==> config.mk <==
export PLATFORM = sky130hd
export DESIGN_NAME = instr_sequencer_flat
export DESIGN_NICKNAME = d
export VERILOG_FILES = /design/src/rtl/riscv_ctrl_pkg.sv /design/src/rtl/instr_sequencer_if.sv /design/src/rtl/instr_sequencer_mem_wait_timer.sv /design/src/rtl/instr_sequencer.sv /design/src/flat_wrapper.sv
export SDC_FILE = /design/constraint.sdc
export NUM_CORES = 1
export LEC_CHECK = 0
export ABC_CLOCK_PERIOD_IN_PS = 3050
export CAP_MARGIN = 15
export CORE_MARGIN = 2
export CORE_UTILIZATION = 35
export DETAILED_ROUTE_END_ITERATION = 8
export PLACE_DENSITY_LB_ADDON = 0.15
export SETUP_SLACK_MARGIN = 0.1
export SLEW_MARGIN = 20
export SYNTH_ARGS = -nofsm -noshare
export SYNTH_HDL_FRONTEND = slang
export SYNTH_SLANG_ARGS = --single-unit
==> constraint.sdc <==
create_clock -name clk -period 3.05 [get_ports clk]
set_input_delay 0.61 -clock clk [delete_from_list [all_inputs] [get_ports clk]]
set_output_delay 0.61 -clock clk [all_outputs]
set_load 0.02 [all_outputs]
==> src/rtl/riscv_ctrl_pkg.sv <==
// riscv_ctrl_pkg: sequencer states, trap causes, pc_sel codes and RV32 opcodes
package riscv_ctrl_pkg;
    typedef enum logic [2:0] {FETCH, DECODE, EXECUTE, MEM, WRITEBACK, TRAP} seq_state_t;
    typedef enum logic [1:0] {CAUSE_NONE, CAUSE_ILLEGAL, CAUSE_IMEM_TIMEOUT, CAUSE_DMEM_TIMEOUT} trap_cause_t;
    localparam logic [1:0] PC_SEL_SEQ    = 2'b00;
    localparam logic [1:0] PC_SEL_TARGET = 2'b01;
    localparam logic [1:0] PC_SEL_JALR   = 2'b10;
    localparam logic [6:0] OPC_OP     = 7'b0110011;
    localparam logic [6:0] OPC_OP_IMM = 7'b0010011;
    localparam logic [6:0] OPC_LOAD   = 7'b0000011;
    localparam logic [6:0] OPC_STORE  = 7'b0100011;
    localparam logic [6:0] OPC_BRANCH = 7'b1100011;
    localparam logic [6:0] OPC_JAL    = 7'b1101111;
    localparam logic [6:0] OPC_JALR   = 7'b1100111;
    localparam logic [6:0] OPC_LUI    = 7'b0110111;
    localparam logic [6:0] OPC_AUIPC  = 7'b0010111;
    function automatic logic opcode_legal(input logic [6:0] opc);
        return opc inside {OPC_OP, OPC_OP_IMM, OPC_LOAD, OPC_STORE, OPC_BRANCH,
                           OPC_JAL, OPC_JALR, OPC_LUI, OPC_AUIPC};
    endfunction
endpackage

==> src/rtl/instr_sequencer_if.sv <==
// instr_sequencer_if: instruction/data memory req-ready handshake
interface instr_sequencer_if;
    logic imem_req;
    logic imem_ready;
    logic dmem_req;
    logic dmem_we;
    logic dmem_ready;
    modport master(output imem_req, dmem_req, dmem_we, input imem_ready, dmem_ready);
    modport slave(input imem_req, dmem_req, dmem_we, output imem_ready, dmem_ready);
endinterface

==> src/rtl/instr_sequencer_mem_wait_timer.sv <==
// mem_wait_timer: counts consecutive not-ready cycles, flags the last tolerated one
module mem_wait_timer #(
    parameter int MEM_TIMEOUT = 16
) (
    input  logic clk,
    input  logic rst,
    input  logic clear,
    input  logic waiting,
    output logic expired
);
    localparam int W = $clog2(MEM_TIMEOUT);
    logic [W-1:0] cnt_q, cnt_d;
    always_comb cnt_d = clear ? '0 : waiting ? cnt_q + W'(1) : cnt_q;
    always_ff @(posedge clk) begin
        if (rst) cnt_q <= '0;
        else     cnt_q <= cnt_d;
    end
    assign expired = waiting && (cnt_q == W'(MEM_TIMEOUT - 1));
endmodule

==> src/rtl/instr_sequencer.sv <==
// instr_sequencer: multi-cycle RV32 control FSM with memory-wait timeout and sticky trap
module instr_sequencer
    import riscv_ctrl_pkg::*;
#(
    parameter int MEM_TIMEOUT = 16,
    parameter int RETIRE_W    = 32
) (
    input  logic                clk,
    input  logic                rst,
    input  logic [6:0]          opcode,
    input  logic                is_mem_read,
    input  logic                is_mem_write,
    input  logic                is_reg_write,
    input  logic                is_branch,
    input  logic                is_jal,
    input  logic                is_jalr,
    input  logic                branch_taken,
    instr_sequencer_if.master   bus,
    output logic                ir_load,
    output logic                alu_out_load,
    output logic                mdr_load,
    output logic                rf_we,
    output logic                pc_we,
    output logic [1:0]          pc_sel,
    output logic                trap,
    output logic [1:0]          trap_cause,
    output logic [RETIRE_W-1:0] retire_count,
    output logic [2:0]          state
);
    seq_state_t          state_q, state_d;
    trap_cause_t         trap_cause_q, trap_cause_d;
    logic [RETIRE_W-1:0] retire_count_q, retire_count_d;
    logic                in_wait, ready, waiting, expired, run;
    assign run     = !rst;
    assign in_wait = (state_q == FETCH) || (state_q == MEM);
    assign ready   = (state_q == FETCH) ? bus.imem_ready : bus.dmem_ready;
    assign waiting = in_wait && !ready;
    mem_wait_timer #(.MEM_TIMEOUT(MEM_TIMEOUT)) u_timer (
        .clk     (clk),
        .rst     (rst),
        .clear   (!in_wait || ready),
        .waiting (waiting),
        .expired (expired)
    );
    always_comb begin
        state_d        = state_q;
        trap_cause_d   = trap_cause_q;
        retire_count_d = retire_count_q;
        case (state_q)
            FETCH: begin
                if (bus.imem_ready) state_d = DECODE;
                else if (expired) begin
                    state_d      = TRAP;
                    trap_cause_d = CAUSE_IMEM_TIMEOUT;
                end
            end
            DECODE: begin
                state_d      = opcode_legal(opcode) ? EXECUTE : TRAP;
                trap_cause_d = opcode_legal(opcode) ? trap_cause_q : CAUSE_ILLEGAL;
            end
            EXECUTE: state_d = (is_mem_read || is_mem_write) ? MEM : WRITEBACK;
            MEM: begin
                if (bus.dmem_ready) state_d = WRITEBACK;
                else if (expired) begin
                    state_d      = TRAP;
                    trap_cause_d = CAUSE_DMEM_TIMEOUT;
                end
            end
            WRITEBACK: begin
                state_d        = FETCH;
                retire_count_d = retire_count_q + RETIRE_W'(1);
            end
            TRAP:    state_d = TRAP;
            default: state_d = FETCH;
        endcase
    end
    always_ff @(posedge clk) begin
        if (rst) begin
            state_q        <= FETCH;
            trap_cause_q   <= CAUSE_NONE;
            retire_count_q <= '0;
        end else begin
            state_q        <= state_d;
            trap_cause_q   <= trap_cause_d;
            retire_count_q <= retire_count_d;
        end
    end
    // every strobe is masked while rst is high so a reset mid-instruction never commits it
    assign bus.imem_req  = run && (state_q == FETCH);
    assign bus.dmem_req  = run && (state_q == MEM);
    assign bus.dmem_we   = run && (state_q == MEM) && is_mem_write;
    assign ir_load       = run && (state_q == FETCH) && bus.imem_ready;
    assign alu_out_load  = run && (state_q == EXECUTE);
    assign mdr_load      = run && (state_q == MEM) && bus.dmem_ready && is_mem_read;
    assign rf_we         = run && (state_q == WRITEBACK) && is_reg_write;
    assign pc_we         = run && (state_q == WRITEBACK);
    assign pc_sel        = !(run && (state_q == WRITEBACK)) ? PC_SEL_SEQ :
                           is_jalr ? PC_SEL_JALR :
                           (is_jal || (is_branch && branch_taken)) ? PC_SEL_TARGET : PC_SEL_SEQ;
    assign trap          = run && (state_q == TRAP);
    assign trap_cause    = run ? trap_cause_q : CAUSE_NONE;
    assign retire_count  = retire_count_q;
    assign state         = state_q;
endmodule

==> src/flat_wrapper.sv <==
// flat-port wrapper written by rule: the top's interface ports become plain ports
module instr_sequencer_flat import riscv_ctrl_pkg::*;
#(
    parameter int MEM_TIMEOUT = 16,
    parameter int RETIRE_W    = 32
)
  (clk, rst, opcode, is_mem_read, is_mem_write, is_reg_write, is_branch, is_jal, is_jalr, branch_taken, ir_load, alu_out_load, mdr_load, rf_we, pc_we, pc_sel, trap, trap_cause, retire_count, state, bus_imem_req, bus_dmem_req, bus_dmem_we, bus_imem_ready, bus_dmem_ready);
  instr_sequencer_if bus_i ();
  input  logic clk;
  input  logic rst;
  input  logic [6:0] opcode;
  input  logic is_mem_read;
  input  logic is_mem_write;
  input  logic is_reg_write;
  input  logic is_branch;
  input  logic is_jal;
  input  logic is_jalr;
  input  logic branch_taken;
  output logic ir_load;
  output logic alu_out_load;
  output logic mdr_load;
  output logic rf_we;
  output logic pc_we;
  output logic [1:0] pc_sel;
  output logic trap;
  output logic [1:0] trap_cause;
  output logic [RETIRE_W-1:0] retire_count;
  output logic [2:0] state;
  output wire logic [$bits(bus_i.imem_req)-1:0] bus_imem_req;
  output wire logic [$bits(bus_i.dmem_req)-1:0] bus_dmem_req;
  output wire logic [$bits(bus_i.dmem_we)-1:0] bus_dmem_we;
  input wire logic [$bits(bus_i.imem_ready)-1:0] bus_imem_ready;
  input wire logic [$bits(bus_i.dmem_ready)-1:0] bus_dmem_ready;
  assign bus_imem_req = bus_i.imem_req;
  assign bus_dmem_req = bus_i.dmem_req;
  assign bus_dmem_we = bus_i.dmem_we;
  assign bus_i.imem_ready = bus_imem_ready;
  assign bus_i.dmem_ready = bus_dmem_ready;
  instr_sequencer #(.MEM_TIMEOUT(MEM_TIMEOUT), .RETIRE_W(RETIRE_W)) u_core (.clk(clk), .rst(rst), .opcode(opcode), .is_mem_read(is_mem_read), .is_mem_write(is_mem_write), .is_reg_write(is_reg_write), .is_branch(is_branch), .is_jal(is_jal), .is_jalr(is_jalr), .branch_taken(branch_taken), .bus(bus_i), .ir_load(ir_load), .alu_out_load(alu_out_load), .mdr_load(mdr_load), .rf_we(rf_we), .pc_we(pc_we), .pc_sel(pc_sel), .trap(trap), .trap_cause(trap_cause), .retire_count(retire_count), .state(state));
endmodule
### After elaboration in Yosys (flattened, before gate mapping)

Cells that the tools add are included.

| word-level totals | value |
|---|---|
| output and inout bits | 48 |
| word-level logic and storage cells | 68 |
| input port bits | 18 |
| flip-flop bits (word level) | 41 |

| cells by class | value |
|---|---|
| reduce and logical (&&, ||, !) cells | 25 |
| equality and inequality tests | 20 |
| add/sub/neg operators | 2 |
| multiplexer cells | 17 |

Operators by type and width:

| kind | count |
|---|---|
| $add A32 B1 Y32 const B | 1 |
| $eq A7 B6 Y1 const B | 3 |
| $eq A7 B7 Y1 const B | 3 |
| $mux W2 | 8 |
| $mux W3 | 5 |
| $pmux W3 S5 | 1 |
| $eq A7 B5 Y1 const B | 2 |
| $logic_and A1 B1 Y1 | 13 |
| $reduce_bool A9 Y1 | 1 |
| $eq A7 B2 Y1 const B | 1 |
| $eq A3 B2 Y1 const B | 2 |
| $eq A3 B3 Y1 const B | 2 |
| $ne A2 B2 Y1 const B | 3 |
| $pmux W2 S3 | 1 |
| $reduce_and A6 Y1 | 1 |
| $add A4 B1 Y4 const B | 1 |
| $eq A4 B4 Y1 const B | 1 |
| $logic_or A1 B1 Y1 | 4 |
| $ne A2 B1 Y1 const B | 2 |
| $eq A3 B1 Y1 const B | 1 |
| $logic_not A1 Y1 | 3 |
| $logic_not A3 Y1 | 1 |
| $reduce_bool A3 Y1 | 1 |
| $mux W1 | 2 |
| $reduce_or A2 Y1 | 1 |

### Depth between registers and ports, before layout

Gate-level depths: netlist of run 1.

| depth | value |
|---|---|
| depth after elaboration | 8 |
| gate-level depth with buffers | 6 |
| gate-level depth less buffers | 6 |

### Hierarchy

From an unflattened synthesis of run 1, not the netlist that was laid out.

| unflattened totals | value |
|---|---|
| cells, all modules | 260 |
| area total of the unflattened synthesis | 2,202.1 µm² |

By module, submodules not included:

| module | sequential area each (µm²) | area each (µm²) | cells each | times used |
|---|---|---|---|---|
| instr_sequencer | 740.7 | 1,980.6 | 242 | 1 |
| mem_wait_timer | 80.1 | 221.5 | 18 | 1 |

### Worst setup path after synthesis of run 1

Ideal clock, no wire load.

| path | value |
|---|---|
| path type | input -> output |
| start point | in rst |
| end point | out pc_sel[0] |
| buffers on the path | 1 |
| setup slack | 151 ps |
| stages on the path | 3 |
| arrival | 2,289 ps |
| required time | 2,440 ps |
| path through | clkbuf_1 nor4b_1 nor3b_1 |

| between the ends | value |
|---|---|
| word-level cells in the longest chain between the ends | 3 |

RTL lines:

| what | line | source |
|---|---|---|
| start: declaration | flat_wrapper.sv:10 | `input logic rst;` |
| $logic_not A1 Y1 | instr_sequencer.sv:34 | `assign run = !rst;` |
| $logic_and A1 B1 Y1 | -- |  |
| net pc_we | flat_wrapper.sv:23 | `output logic pc_we;` |
| $mux W2 | instr_sequencer.sv:97 | `assign pc_sel = !(run && (state_q == WRITEBACK)) ? PC_SEL_SEQ :` |
| end: declaration | flat_wrapper.sv:24 | `output logic [1:0] pc_sel;` |

The timed path passes the listed nets, and every way through them passes these cells.

### Worst setup path after layout of run 1

| path | value |
|---|---|
| start point | in rst |
| end point | out mdr_load |

| between the ends | value |
|---|---|
| word-level cells in the longest chain between the ends | 4 |

RTL lines:

| what | line | source |
|---|---|---|
| $logic_not A1 Y1 | instr_sequencer.sv:34 |  |
| $logic_and A1 B1 Y1 (3 in series) | instr_sequencer.sv:94 | `assign mdr_load = run && (state_q == MEM) && bus.dmem_ready && is_mem_read;` |
| end: declaration | flat_wrapper.sv:21 | `output logic mdr_load;` |

Every way passes these cells.

==> key figures, run 1 <==
Synth
  – Register area share after synthesis: 40.72%
  – Syn Area/Cell: 8.161 um2
  – Syn nets: 267
  – Top cell type's share of synthesized area: 40.72%
  – Number of flops mapped to enable cells by yosys: 0
  – Synth Cell Area: 0.002016 mm2
  – Synth Instances: 247
  – Post-synthesis async set-or-reset flop share: 0%
  – Synth area leader: dfxtp_1
  – Synthesis Warnings: 0
  – Top FF cell, synth: dfxtp_1
  – Ranking of synthesized cells by area: dfxtp_1 (41%), nor2_1 (8.2%), xnor2_1 (6.5%)
  – Synthesized flop and latch total: 41
  – Count of cell types in the netlist: 37

Final layout
  – FF/Latch Area: 820.8 um2
  – Nets: 332
  – Most common cell after layout, fill and taps aside: clkdlybuf4s50_1
  – Share of post-route cells with drive strength above 1: 6.090%
  – Most frequent cells in the layout: clkdlybuf4s50_1 (65), nor2_1 (44), dfxtp_1 (41)
  – Synthesis-to-finish area growth: 41.40%
  – Diodes inserted: 0
  – Final Util: 51.45%
  – Multi-input gate area: 0.001165 mm2
  – FILL cells: 577

Hold path
  – HP Class: reg2reg
  – Min-Delay Startpoint: u_core.u_timer.cnt_q[0]
  – Hold-critical path depth: 1
  – Hold endpoint: u_core.u_timer.cnt_q[0]

Critical path
  – Crit path capture type: output port
  – Reg-to-reg slack, setup: 820 ps
  – WS Path Type: in2out
  – Critical Path RT: 2440 ps
  – CP startpoint: rst
  – Reg2reg start: u_core.state[2]
  – Crit path arrival time: 2280 ps
  – Worst-path fanout max: 12
  – Setup crit start kind: input port
  – Worst r2r dst: u_core.retire_count[17]
  – R2R cell count: 5

Routing
  – Drt wl/cell: 12.29 um
  – Post-Route WL: 4718 um
  – Vias post-DR: 1877
  – Antenna Violating Nets Remaining: 0
  – DRT Pass-1 Iters: 4
  – Initial DRC count: 99
  – DRC errors left: 0
  – Vias per std cell: 4.888

Die
  – Die width: 79.89 um
  – Initial Util: 36.38%
  – Die Ht: 79.89 um
  – # rows: 27
  – Core Area: 0.005540 mm2
  – Die ar.: 0.006382 mm2
  – IO Count: 66

Timing
  – Fin crit share: 94.68%
  – Min Tclk post-route: 2888 ps
  – WHS: 451.4 ps
  – Final slew viol count: 0
  – Max Freq: 0.3463 GHz
  – RSZ-0062 raised after global routing: yes
  – Worst-Margin Slew: 661.6 ps
  – Endpoints failing hold: 0
  – Setup Viol. Count Final: 0
  – Relative slew slack: 55.53%
  – Clk_skew: 4.315 ps
  – Setup TNS: 0 ps

Clock tree
  – Clk slew on worst S/H paths: 70 ps
  – TritonCTS Buffers: 5
  – Bufs on Longest Clock Path: 2
  – CTS HTree Levels: 2
  – TritonCTS clock tree: done
  – Clk sink count: 41
  – Clock Latency Late Sink: 290 ps
  – Root Driver: clkbuf_8

Power
  – Pwr dens: 356.7 mW/mm2
  – Static Leakage: 0.9204 nW
  – Design Power: 1.017 mW
  – Worst VDD drop: 262.1 uV

Flow run
  – Max Cap Viol: 0

Global route
  – Vias in the first global route: 1744
  – Total Routing Usage GR: 16.02%
  – Largest net degree at the start of global routing: 33
  – Grt total ovfl: 0
  – Initial antenna violation count: 0
  – First-pass GRT wire length: 8107 um

Place
  – Final GP Congestion: 0.8105
  – Detailed Place HPWL: 3448 um
  – Port Buffer Count: 65

Outcome
  – Status: finished clean
## critical path, cell delays in order
cell,delay (ps)
clkdlybuf4s50_1,480
buf_4,220
nor3_2,200
and3_1,180
clkdlybuf4s50_1,600
## final cells by class
| type | count | area share, % |
|---|---|---|
| flip-flops and latches | 41 | 28.80 |
| repair buffers | 67 | 23.35 |
| inverters | 6 | 0.7902 |
| multi-input cells | 191 | 40.87 |
| clock buffers | 7 | 3.029 |
| well taps | 72 | 3.161 |
## state kept, by name, indices dropped and copies added, names as in the netlist
| signal | count |
|---|---|
| u_core.retire_count | 32 |
| u_core.trap_cause_q | 2 |
| u_core.u_timer.cnt_q | 4 |
| u_core.state | 3 |
## through the flow
step	setup slack [ps]	cell area (um2)	cells
2_1_floorplan	150.8	2016	247
3_3_place_gp	102.0	2738	377
3_5_place_dp	-14.86	2738	377
4_1_cts	120.0	2830	384
5_1_grt	80.42	2850	384
6_report	162.4	2850	384
## worst max path at each step
stage | cells past startpoint | slack (ps) | to
4_1_cts | 5 | 120 | mdr_load
3_5_place_dp | 4 | -10 | pc_sel[0]
6_report | 5 | 160 | mdr_load
2_1_floorplan | 3 | 150 | pc_sel[0]
5_1_grt | 5 | 80 | mdr_load
3_3_place_gp | 4 | 100 | pc_sel[0]
## synthesized netlist by cell type (3+ instances only)
cell type,number
nor2_1,44
xor2_1,14
and3_1,4
nand3_1,14
nor3_1,12
or3_1,6
o21ai_1,5
a21oi_1,9
nor4_2,3
and2_1,6
nand4_1,10
nor4_1,4
inv_1,6
o21ai_0,7
nand2_1,16
dfxtp_1,41
clkbuf_1,8
xnor2_1,15
## where the power goes
| group | switching (mW) | leakage [nW] | internal [mW] |
|---|---|---|---|
| clock network | 0.175 | 0.0443 | 0.180 |
| logic | 0.0496 | 0.545 | 0.0554 |
| registers | 0.0140 | 0.331 | 0.543 |
| total | 0.239 | 0.920 | 0.778 |
## repair_timing
item | 4_1_cts | 5_1_grt
hold buffers | 0 | 0
setup endpoints to repair | 3 | 4
gates resized for setup | 1 | 3
setup buffers | 0 | 0
hold endpoints to repair | 0 | 0
pin swaps | 0 | 0
## kinds of logic (layout without fill, tap and decap cells)
logic type	after synthesis	after routing	share of synthesized area, %
and+or+nand+nor	133	133	35.07
DFF	41	41	40.72
xor gates and xnor gates	29	29	12.60
AOI/OAI and AO/OA	26	26	7.076
buffers and inverters	15	80	2.793
adders and majority gates	2	2	1.241
muxes	1	1	0.4966
## layer usage
metal | track usage [%] | part of all wire [%] | vias up
met5 | 0 | 0 | -
met4 | 4.576 | 1.5 | 0
met3 | 4.299 | 3.5 | 7
met2 | 25.33 | 46 | 36
met1 | 21.36 | 49 | 849
li1 | - | - | 985
(Power assumes the default switching activity.)
==> inputs of run 2 (changes only) <==
--- a/config.mk
+++ b/config.mk
@@ -12,6 +12,7 @@
 export DETAILED_ROUTE_END_ITERATION = 8
 export PLACE_DENSITY_LB_ADDON = 0.15
 export SETUP_SLACK_MARGIN = 0.1
+export SKIP_LAST_GASP = 1
 export SLEW_MARGIN = 20
 export SYNTH_ARGS = -nofsm -noshare
 export SYNTH_HDL_FRONTEND = slang
==> results of run 2 <==
No change in the layout: final DEF, timing and power equal those of run 1.
==> inputs of run 3 (changes only) <==
--- a/config.mk
+++ b/config.mk
@@ -17,3 +17,4 @@
 export SYNTH_ARGS = -nofsm -noshare
 export SYNTH_HDL_FRONTEND = slang
 export SYNTH_SLANG_ARGS = --single-unit
+export TNS_END_PERCENT = 5
==> key figures, run 3 (synthesis gave the netlist of run 1 again) <==
Final layout
  – Multi-input gate area: 0.001150 mm2
  – Most common cell after layout, fill and taps aside: clkdlybuf4s50_1
  – Nets: 332
  – Non-Filler Instances: 384
  – FF/Latch Area: 820.8 um2
  – Diodes inserted: 0
  – FILL cells: 579
  – Largest register FFs: 32
  – Most frequent cells in the layout: clkdlybuf4s50_1 (65), nor2_1 (44), dfxtp_1 (41)
  – Design Area, Final: 0.002835 mm2
  – Share of post-route cells with drive strength above 1: 5.769%
  – Synthesis-to-finish area growth: 40.66%

Global route
  – Initial antenna violation count: 0
  – Largest net degree at the start of global routing: 33
  – Total Routing Usage GR: 16.02%
  – Vias in the first global route: 1744
  – First-pass GRT wire length: 8107 um
  – Grt total ovfl: 0

Place
  – Placement Setup Slack: -14.86 ps
  – Placed insts: 377
  – Final GP Congestion: 0.8105
  – Port Buffer Count: 65
  – Post-DP Area: 0.002738 mm2
  – Detailed Place HPWL: 3448 um

Routing
  – DRT Pass-1 Iters: 4
  – Initial DRC count: 93
  – Antenna Violating Nets Remaining: 0
  – Vias post-DR: 1890
  – Drt wl/cell: 12.26 um
  – Post-Route WL: 4707 um
  – DRC errors left: 0
  – Vias per std cell: 4.922

Timing
  – Relative slew slack: 55.66%
  – Fin crit share: 95.21%
  – Endpoints failing hold: 0
  – WHS: 451.4 ps
  – Worst-Margin Slew: 659.6 ps
  – RSZ-0062 raised after global routing: yes
  – Final slew viol count: 0
  – Setup Viol. Count Final: 0
  – Clk_skew: 4.285 ps
  – Max Freq: 0.3444 GHz
  – Min Tclk post-route: 2904 ps
  – Worst Setup Slack, final: 146.0 ps

Die
  – Core Area: 0.005540 mm2
  – Die Ht: 79.89 um
  – Die width: 79.89 um
  – IO Count: 66
  – Die ar.: 0.006382 mm2
  – Initial Util: 36.38%
  – # rows: 27

Outcome
  – Status: finished clean

Clock tree
  – Clock Latency Late Sink: 290 ps
  – Bufs on Longest Clock Path: 2
  – Root Driver: clkbuf_8
  – TritonCTS clock tree: done
  – CTS HTree Levels: 2
  – Clk sink count: 41
  – TritonCTS Buffers: 5
  – Clk slew on worst S/H paths: 70 ps
  – # hold bufs at CTS: 0
  – Postcts setup bufs: 0

Power
  – Worst VDD drop: 261.5 uV
  – Pwr dens: 357.3 mW/mm2
  – Static Leakage: 0.9180 nW

Hold path
  – HP Class: reg2reg
  – Min-Delay Startpoint: u_core.u_timer.cnt_q[0]

Critical path
  – Reg2reg start: u_core.state[2]
  – WS Path Type: in2out
  – Worst-path fanout max: 4
  – Setup crit start kind: input port
  – Critical Path RT: 2440 ps
  – CP startpoint: rst
  – Crit path capture type: output port
  – Crit path arrival time: 2290 ps

Flow run
  – Max Cap Viol: 0
==> run 3: cell counts in the layout (fill, tap and decap cells not counted) <==
No cell type changed its count.
==> run 3: worst max-delay path, stage by stage <==
cell and delay, ps:
clkdlybuf4s50_1 460, nor4b_2 340, nor3b_1 240, clkdlybuf4s50_1 640
==> run 3: worst paths after layout <==
kind / slack [ps] / cells past startpoint / end
max: 150 / 4 / pc_sel[0]
min: 450 / 1 / u_core.u_timer.cnt_q[0]
max reg2reg: 840 / 5 / u_core.retire_count[17]
min reg2reg: 450 / 1 / u_core.u_timer.cnt_q[0]
==> run 3: layer usage <==
metal  vias to the layer above  routed length [um]  share of wire [%]  global-route usage (%)
li1                        987                   -                  -                       -
met2                        43                2173                 46                   25.33
met1                       853                2257                 48                   21.36
met5                         -                   0                  0                       0
met4                         0                  76                1.6                   4.576
met3                         7                 199                4.2                   4.299
==> run 3: cell type report <==
type / instances / share of cell area, %
Clock buffer: 7 / 3.045
Inverter: 6 / 0.7944
Multi-Input combinational cell: 191 / 40.56
Sequential cell: 41 / 28.95
Tap cell: 72 / 3.177
Timing Repair Buffer: 67 / 23.48
==> run 3: power by group <==
group          internal, mW  switching [mW]
combinational        0.0541          0.0496
sequential            0.543          0.0129
clock                 0.180           0.174
total                 0.777           0.236
==> run 3: timing repair <==
action,4_1_cts,5_1_grt
resized for setup,1,1
cloned,0,0
setup endpoints to repair,3,4
==> run 3: through the flow <==
stage               power [mW]  utilization, %  setup TNS (ps)
global route             1.067           51.17               0
detailed placement      0.6719           49.41          -14.86
global placement        0.6715           49.41               0
finish                   1.013           51.17               0
CTS                      1.030           51.08               0
floorplan               0.6198               -               0
